<file path="config.mk">
export PLATFORM = sky130hd
export DESIGN_NAME = scene_layer_sequencer_flat
export DESIGN_NICKNAME = d
export VERILOG_FILES = /design/src/rtl/scene_layer_sequencer_if.sv /design/src/rtl/scene_layer_sequencer.sv /design/src/flat_wrapper.sv
export SDC_FILE = /design/constraint.sdc
export NUM_CORES = 1
export LEC_CHECK = 0
export CORE_UTILIZATION = 47
export DETAILED_ROUTE_END_ITERATION = 6
export GPL_TIMING_DRIVEN = 1
export PLACE_DENSITY_LB_ADDON = 0.2
export SYNTH_ARGS = -nofsm -noshare
export SYNTH_HDL_FRONTEND = slang
export SYNTH_SLANG_ARGS = --single-unit
</file>
<file path="constraint.sdc">
create_clock -name clk -period 2.31 [get_ports clk]
set_input_delay 0.5775 -clock clk [delete_from_list [all_inputs] [get_ports clk]]
set_output_delay 0.5775 -clock clk [all_outputs]
set_load 0.05 [all_outputs]
</file>
<file path="src/rtl/scene_layer_sequencer_if.sv">
// Signal bundle between the game-event sources and the scene/layer sequencer.
// Every i_ signal is a one-cycle pulse sampled on posedge clk with no backpressure, so there is no valid/ready pair.
interface scene_layer_sequencer_if;
  logic       i_startOfFrame;
  logic       i_startKey;
  logic       i_playerHit;
  logic [5:0] o_layerEnable;
  logic [1:0] o_livesLeft;
  logic [2:0] o_sceneState;
  logic       o_gameActive;
  logic [7:0] o_dbgFrameCnt;

  modport master (
    output i_startOfFrame, i_startKey, i_playerHit,
    input  o_layerEnable, o_livesLeft, o_sceneState, o_gameActive, o_dbgFrameCnt
  );

  modport slave (
    input  i_startOfFrame, i_startKey, i_playerHit,
    output o_layerEnable, o_livesLeft, o_sceneState, o_gameActive, o_dbgFrameCnt
  );
endinterface

</file>
<file path="src/rtl/scene_layer_sequencer.sv">
// Game-scene FSM: tracks phase, lives and frame timers, and produces the per-layer
// draw enables that gate object requests ahead of the VGA mux.
module scene_layer_sequencer #(
  parameter int LIVES_INIT   = 3,
  parameter int HIT_FRAMES   = 64,
  parameter int BLINK_PERIOD = 8,
  parameter int DEATH_FRAMES = 120
) (
  input  logic                    clk,
  input  logic                    reset,
  scene_layer_sequencer_if.slave  bus
);
  localparam int MAX_FRAMES = (HIT_FRAMES > DEATH_FRAMES) ? HIT_FRAMES : DEATH_FRAMES;
  localparam int CNT_W      = $clog2(MAX_FRAMES + 1);
  localparam int BLINK_BIT  = $clog2(BLINK_PERIOD);
  localparam logic [CNT_W-1:0] HIT_LAST   = CNT_W'(HIT_FRAMES - 1);
  localparam logic [CNT_W-1:0] DEATH_LAST = CNT_W'(DEATH_FRAMES - 1);

  typedef enum logic [2:0] {
    S_TITLE    = 3'd0,
    S_PLAY     = 3'd1,
    S_HIT      = 3'd2,
    S_DEATH    = 3'd3,
    S_GAMEOVER = 3'd4
  } state_t;

  state_t           r_state, w_state_nxt;
  logic [CNT_W-1:0] r_frame_cnt, w_cnt_nxt;
  logic [1:0]       r_lives, w_lives_nxt;
  logic [5:0]       r_layer, w_layer_nxt;
  logic             r_active, w_active_nxt;

  always_ff @(posedge clk) begin
    if (reset) begin
      r_state     <= S_TITLE;
      r_frame_cnt <= '0;
      r_lives     <= 2'd0;
      r_layer     <= 6'b001000;
      r_active    <= 1'b0;
    end else begin
      r_state     <= w_state_nxt;
      r_frame_cnt <= w_cnt_nxt;
      r_lives     <= w_lives_nxt;
      r_layer     <= w_layer_nxt;
      r_active    <= w_active_nxt;
    end
  end

  always_comb begin
    w_state_nxt = r_state;
    w_cnt_nxt   = r_frame_cnt;
    w_lives_nxt = r_lives;
    case (r_state)
      S_TITLE: begin
        if (bus.i_startKey) begin
          w_state_nxt = S_PLAY;
          w_lives_nxt = 2'(LIVES_INIT);
          w_cnt_nxt   = '0;
        end
      end
      // A hit wins over startKey and over a coincident frame pulse.
      S_PLAY: begin
        if (bus.i_playerHit) begin
          w_cnt_nxt = '0;
          if (r_lives > 2'd1) begin
            w_state_nxt = S_HIT;
            w_lives_nxt = r_lives - 2'd1;
          end else begin
            w_state_nxt = S_DEATH;
            w_lives_nxt = 2'd0;
          end
        end
      end
      S_HIT: begin
        if (bus.i_startOfFrame) begin
          if (r_frame_cnt == HIT_LAST) begin
            w_state_nxt = S_PLAY;
            w_cnt_nxt   = '0;
          end else begin
            w_cnt_nxt = r_frame_cnt + CNT_W'(1);
          end
        end
      end
      S_DEATH: begin
        if (bus.i_startOfFrame) begin
          if (r_frame_cnt == DEATH_LAST) begin
            w_state_nxt = S_GAMEOVER;
            w_cnt_nxt   = '0;
          end else begin
            w_cnt_nxt = r_frame_cnt + CNT_W'(1);
          end
        end
      end
      S_GAMEOVER: begin
        if (bus.i_startKey) begin
          w_state_nxt = S_TITLE;
          w_cnt_nxt   = '0;
        end
      end
      default: begin
        w_state_nxt = S_TITLE;
        w_cnt_nxt   = '0;
        w_lives_nxt = 2'd0;
      end
    endcase
  end

  // Output registers are loaded from the next-state values so they line up with r_state.
  always_comb begin
    w_layer_nxt  = 6'b001000;
    w_active_nxt = 1'b0;
    case (w_state_nxt)
      S_TITLE:    w_layer_nxt = 6'b001000;
      S_PLAY: begin
        w_layer_nxt  = 6'b011111;
        w_active_nxt = 1'b1;
      end
      S_HIT: begin
        w_layer_nxt  = {1'b0, ~w_cnt_nxt[BLINK_BIT], 4'b1111};
        w_active_nxt = 1'b1;
      end
      S_DEATH:    w_layer_nxt = 6'b101100;
      S_GAMEOVER: w_layer_nxt = 6'b100000;
      default:    w_layer_nxt = 6'b001000;
    endcase
  end

  assign bus.o_layerEnable = r_layer;
  assign bus.o_livesLeft   = r_lives;
  assign bus.o_sceneState  = r_state;
  assign bus.o_gameActive  = r_active;
  assign bus.o_dbgFrameCnt = 8'(r_frame_cnt);
endmodule

</file>
<file path="src/flat_wrapper.sv">
// flat-port wrapper written by rule: the top's interface ports become plain ports
module scene_layer_sequencer_flat 
#(
  parameter int LIVES_INIT   = 3,
  parameter int HIT_FRAMES   = 64,
  parameter int BLINK_PERIOD = 8,
  parameter int DEATH_FRAMES = 120
)
  (clk, reset, bus_i_startOfFrame, bus_i_startKey, bus_i_playerHit, bus_o_layerEnable, bus_o_livesLeft, bus_o_sceneState, bus_o_gameActive, bus_o_dbgFrameCnt);
  scene_layer_sequencer_if bus_i ();
  input  logic clk;
  input  logic reset;
  input wire logic [$bits(bus_i.i_startOfFrame)-1:0] bus_i_startOfFrame;
  input wire logic [$bits(bus_i.i_startKey)-1:0] bus_i_startKey;
  input wire logic [$bits(bus_i.i_playerHit)-1:0] bus_i_playerHit;
  output wire logic [$bits(bus_i.o_layerEnable)-1:0] bus_o_layerEnable;
  output wire logic [$bits(bus_i.o_livesLeft)-1:0] bus_o_livesLeft;
  output wire logic [$bits(bus_i.o_sceneState)-1:0] bus_o_sceneState;
  output wire logic [$bits(bus_i.o_gameActive)-1:0] bus_o_gameActive;
  output wire logic [$bits(bus_i.o_dbgFrameCnt)-1:0] bus_o_dbgFrameCnt;
  assign bus_i.i_startOfFrame = bus_i_startOfFrame;
  assign bus_i.i_startKey = bus_i_startKey;
  assign bus_i.i_playerHit = bus_i_playerHit;
  assign bus_o_layerEnable = bus_i.o_layerEnable;
  assign bus_o_livesLeft = bus_i.o_livesLeft;
  assign bus_o_sceneState = bus_i.o_sceneState;
  assign bus_o_gameActive = bus_i.o_gameActive;
  assign bus_o_dbgFrameCnt = bus_i.o_dbgFrameCnt;
  scene_layer_sequencer #(.LIVES_INIT(LIVES_INIT), .HIT_FRAMES(HIT_FRAMES), .BLINK_PERIOD(BLINK_PERIOD), .DEATH_FRAMES(DEATH_FRAMES)) u_core (.clk(clk), .reset(reset), .bus(bus_i));
endmodule
</file>
After elaboration in Yosys (flattened, before gate mapping) --
Cells that the tools add are included. Widths: inputs -> output; s select.
Operators by class: bitwise operators 2, $lt $le $gt $ge 1, reductions and logical operators 6, eq/ne operators 15, add/sub/neg operators 2, mux-type cells 22
Operators with widths (count):
- $mux 7 | 6
- $pmux 7 s4 | 1
- $pmux 6 s4 | 1
- $mux 3 | 7
- $pmux 3 s5 | 1
- $eq 3x2->1 const B | 4
- $ne 2x2->1 const B | 4
- $add 7x1->7 const B | 1
- $eq 7x6->1 const B | 1
- $eq 7x7->1 const B | 1
- $eq 3x1->1 const B | 2
- $eq 3x3->1 const B | 2
- $mux 2 | 3
- $pmux 2 s3 | 1
- $reduce_and 4->1 | 1
- $reduce_or 2->1 | 2
- $logic_not 3->1 | 1
- $reduce_and 3->1 | 1
- $reduce_or 3->1 | 1
- $gt 2x1->1 const B | 1
- $mux 1 | 2
- $ne 2x1->1 const B | 1
- $not 1->1 | 2
- $sub 2x1->2 const B | 1
Storage, ports and cells: word-level logic and storage cells 54, register bits after elaboration 19, output and inout bits 20

Longest topological paths before layout --
depth in word-level cells 7, depth in mapped cells 6

Least setup slack after synthesis --
Ideal clock, no wire load.
path type register to register, start point register u_core.r_frame_cnt[1], end point register u_core.r_active, in the netlist u_core.bus.o_gameActive, stages on the path, launching flop included 7, data arrival time 1.955 ns, setup time 0.116 ns, path slack 0.240 ns, clock period less this slack 2.070 ns, buffers on the path 0, cells stage by stage dfxtp_1 -> ha_1 -> and4_1 -> a31oi_1 -> o311a_4 -> xor2_1 -> and3_1
Between the ends: cells in the longest elaborated chain, start to end 7
RTL lines:
- from (decl) | line scene_layer_sequencer.sv:28 | logic [CNT_W-1:0] r_frame_cnt, w_cnt_nxt;
- from (signal assigned) | line scene_layer_sequencer.sv:42 | r_frame_cnt <= w_cnt_nxt;
- $eq 7x7->1 or $eq 7x6->1 (tied branches) | line scene_layer_sequencer.sv:86, scene_layer_sequencer.sv:76
- $mux 3 (on tied branches) | line scene_layer_sequencer.sv:86, scene_layer_sequencer.sv:76
- $mux 3 (on tied branches) | line scene_layer_sequencer.sv:85, scene_layer_sequencer.sv:75
- $pmux 3 s5 * | line scene_layer_sequencer.sv:53 | case (r_state)
- $eq 3x1->1 or $eq 3x2->1 (tied branches) | line scene_layer_sequencer.sv:112 | case (w_state_nxt)
- $reduce_or 2->1 (no line) *
- $mux 1 * | line scene_layer_sequencer.sv:112
- to (signal assigned) | line scene_layer_sequencer.sv:45 | r_active <= w_active_nxt;
- to (decl) | line scene_layer_sequencer.sv:31 | logic r_active, w_active_nxt;
Every way passes the cells marked *; elsewhere a longest branch is shown, timed or not. A chain may end at the register's enable or synchronous reset.

Worst setup path in the final report --
start point register u_core.r_state[2], in the netlist u_core.bus.o_sceneState[2], end point output bus_o_sceneState[2]
RTL lines:
- from (decl) | line scene_layer_sequencer.sv:27 | state_t r_state, w_state_nxt;
- from (signal assigned) | line scene_layer_sequencer.sv:41 | r_state <= w_state_nxt;
- to (decl) | line flat_wrapper.sv:18 | output wire logic [$bits(bus_i.o_sceneState)-1:0] bus_o_sceneState;
No word-level cell between the ends.

==> flow_summary.ini <==
[placement]
io_buffers = 23
gp_congestion = 0.848
pre_cts_ws_ns = 0.0565
hpwl_mm = 1.58

[detailed_routing]
drt_first_pass_iters = 4
vias = 906
drc_errors = 0
wl_per_cell_um = 13.4
antenna_left = 0
wl_mm = 2.15
drtIter0Drc = 12
via_per_inst = 5.63

[worst_setup_path]
cp_top_family = buffers and inverters
required_ns = 1.73
timing.critical_path.buf_inv = 1
ff2ff_setup_slack_ns = 0.47
crit_slowest_cell = clkdlybuf4s50_1
crit_cells = 1
crit_fanout = 9
reg2reg_depth = 6
end_kind = output pin
max_stage_delay_ns = 0.86
crit_chain = clkdlybuf4s50_1
cp.arrival_ns = 1.66
critPathKind = register to output pin
cp-start-kind = register

[timing]
clock_skew_ns = 0.00973
layout_setup_ws_ns = 0.0733
maxSlewViolCount = 0
min_period_ns = 2.24
worst_pin_slew_ns = 0.500
rsz0062_at_grt = false
setup-tns-final_ns = 0
fmaxAchievable_ghz = 0.447
post-route-period-util = 0.968
final-hold-violation-count = 0
finalSetupViolCount = 0
max_slew_margin = 0.665

[global_routing]
track_usage = 0.214
grt_overflow_total = 0
antenna_found_initial = 0
grt_pass1_vias = 737
grt_pass1_wl_mm = 3.26
grt_max_degree = 15

[synthesis]
yosys_warnings = 0
synth_edf_count = 0
synth.area.mux_share = 0.0233
synthDistinctLibCells = 46
synth_fa_ha_area_frac = 0.0130
synth_area_um2 = 965
synth-simple-area-share = 0.261
syn_avg_cell_area_um2 = 8.85
async_flop_share = 0
synth.yosys.seq_area_share = 0.374
ys_ff_latch = 18
synth-compound-area-share = 0.259
syn-num-nets = 115
synth_ff_type = dfxtp_1
synth_top_family_by_area = simple AND/OR/NAND/NOR gates
synth-xor-area-share = 0.00908
syn_inst = 109

[floorplan]
pin_count = 25
core_area_um2 = 1940
num_rows = 16
fp.dieArea_um2 = 2240
start_util = 0.497
die_h_um = 47.3
die-width_um = 47.3

[power_and_ir_drop]
internal_power_uw = 516
clkPwrFrac = 0.251
power.switching_uw = 267
p_per_area_nw_per_um2 = 628
max-vdd-ir-drop_mv = 0.453
fin_total_pwr_uw = 783
p_comb_frac = 0.307
switching_share = 0.341
p_leak_uw = 0.000497
seq_power_share = 0.442

[min_path]
hold_class = register to register
min_path_cells = 2

[clock_tree]
clkTransAtPathRegs_ns = 0.09
cts-root-buf = clkbuf_4
clk_latency_ns = 0.31
cts_tree = done
cts_hold_buf = 0
cts_made_buffers = 3
post_cts_buffers = 0
clkSinkCount = 18
htree_levels = 1
clk_path_buf_depth = 2

[cells_and_area]
fin_nets = 141
fillers = 180
layout_commonest_cell = clkdlybuf4s50_1
insertedDiodeCount = 0
mostFrequentLayoutCells = clkdlybuf4s50_1, dfxtp_1, nor2_1
drive_gt1_frac = 0.142
syn_to_final_growth_pct = 29.3

[outcome]
status = finished, final reports clean

[job]
maxCapViolations = 0
-- cell type report --
cell class	count	area, um2	area share
multi-input combinational	82	549	0.440
sequential	18	360	0.289
timing repair buffer	26	253	0.203
clock buffer	4	36.3	0.0291
tap	27	33.8	0.0271
inverter	4	15.0	0.0120
-- layer usage --
metal | part of all wire | routed length [um] | track usage | vias to the layer above
li1 | - | - | - | 448
met1 | 0.46 | 989 | 0.285 | 424
met2 | 0.45 | 976 | 0.299 | 29
met3 | 0.063 | 136 | 0.0692 | 5
met4 | 0.023 | 50 | 0.126 | 0
met5 | 0 | 0 | 0 | -
-- registers in the layout, indices dropped and copies added (netlist names) --
| register | cells |
|---|---|
| u_core.bus.o_layerEnable | 5 |
| u_core.bus.o_gameActive | 1 |
| u_core.r_frame_cnt | 7 |
| u_core.bus.o_livesLeft | 2 |
| u_core.bus.o_sceneState | 3 |
-- power by group through the flow --
stage	Combinational, uW	Sequential [uW]	Clock (uW)
2_1_floorplan	106	420	0
3_3_place_gp	237	353	0
3_5_place_dp	240	354	0
4_1_cts	241	346	200
5_1_grt	257	349	213
6_report	240	346	196
-- Yosys cell counts (all sizes together), types with 3 or more instances --
| cell type | n | share of area |
|---|---|---|
| nor2 | 16 | 0.062 |
| and3 | 5 | 0.034 |
| a21oi | 6 | 0.031 |
| nand2 | 3 | 0.012 |
| dfxtp | 18 | 0.37 |
| o21ai | 9 | 0.058 |
| nand3 | 6 | 0.031 |
| inv | 4 | 0.016 |
| buf | 3 | 0.023 |
-- what timing repair did --
item | in CTS | in global routing
gates resized for setup | 0 | 1
endpoints found under the setup margin | 0 | 1
endpoints found under the hold margin | 0 | 0
-- metrics by stage --
| step | util | cells | instance area [um2] | hold WS (ns) |
|---|---|---|---|---|
| floorplan | - | 109 | 965 | 0.662 |
| global placement | 0.622 | 157 | 1210 | 0.480 |
| detailed placement | 0.622 | 157 | 1210 | 0.492 |
| CTS | 0.641 | 161 | 1240 | 0.506 |
| global route | 0.642 | 161 | 1250 | 0.532 |
| finish | 0.642 | 161 | 1250 | 0.503 |
-- path summary, 6_finish.rpt --
| check | start | endpoint |
|---|---|---|
| max | u_core.bus.o_sceneState[2] | bus_o_sceneState[2] |
| min | u_core.bus.o_livesLeft[0] | u_core.bus.o_livesLeft[0] |
| max reg2reg | u_core.r_frame_cnt[0] | u_core.bus.o_layerEnable[1] |
| min reg2reg | u_core.bus.o_livesLeft[0] | u_core.bus.o_livesLeft[0] |
-- cell families (layout without fill, tap and decap cells) --
family          count (synthesis)  in the layout
simple gates                   45             45
compound gates                 32             32
flops                          18             18
buf+inv                         9             34
mux                             2              2
fa+ha+maj                       1              1
other cells                     1              1
xor+xnor                        1              1
Note: power is estimated with default switching activity, not from simulation.
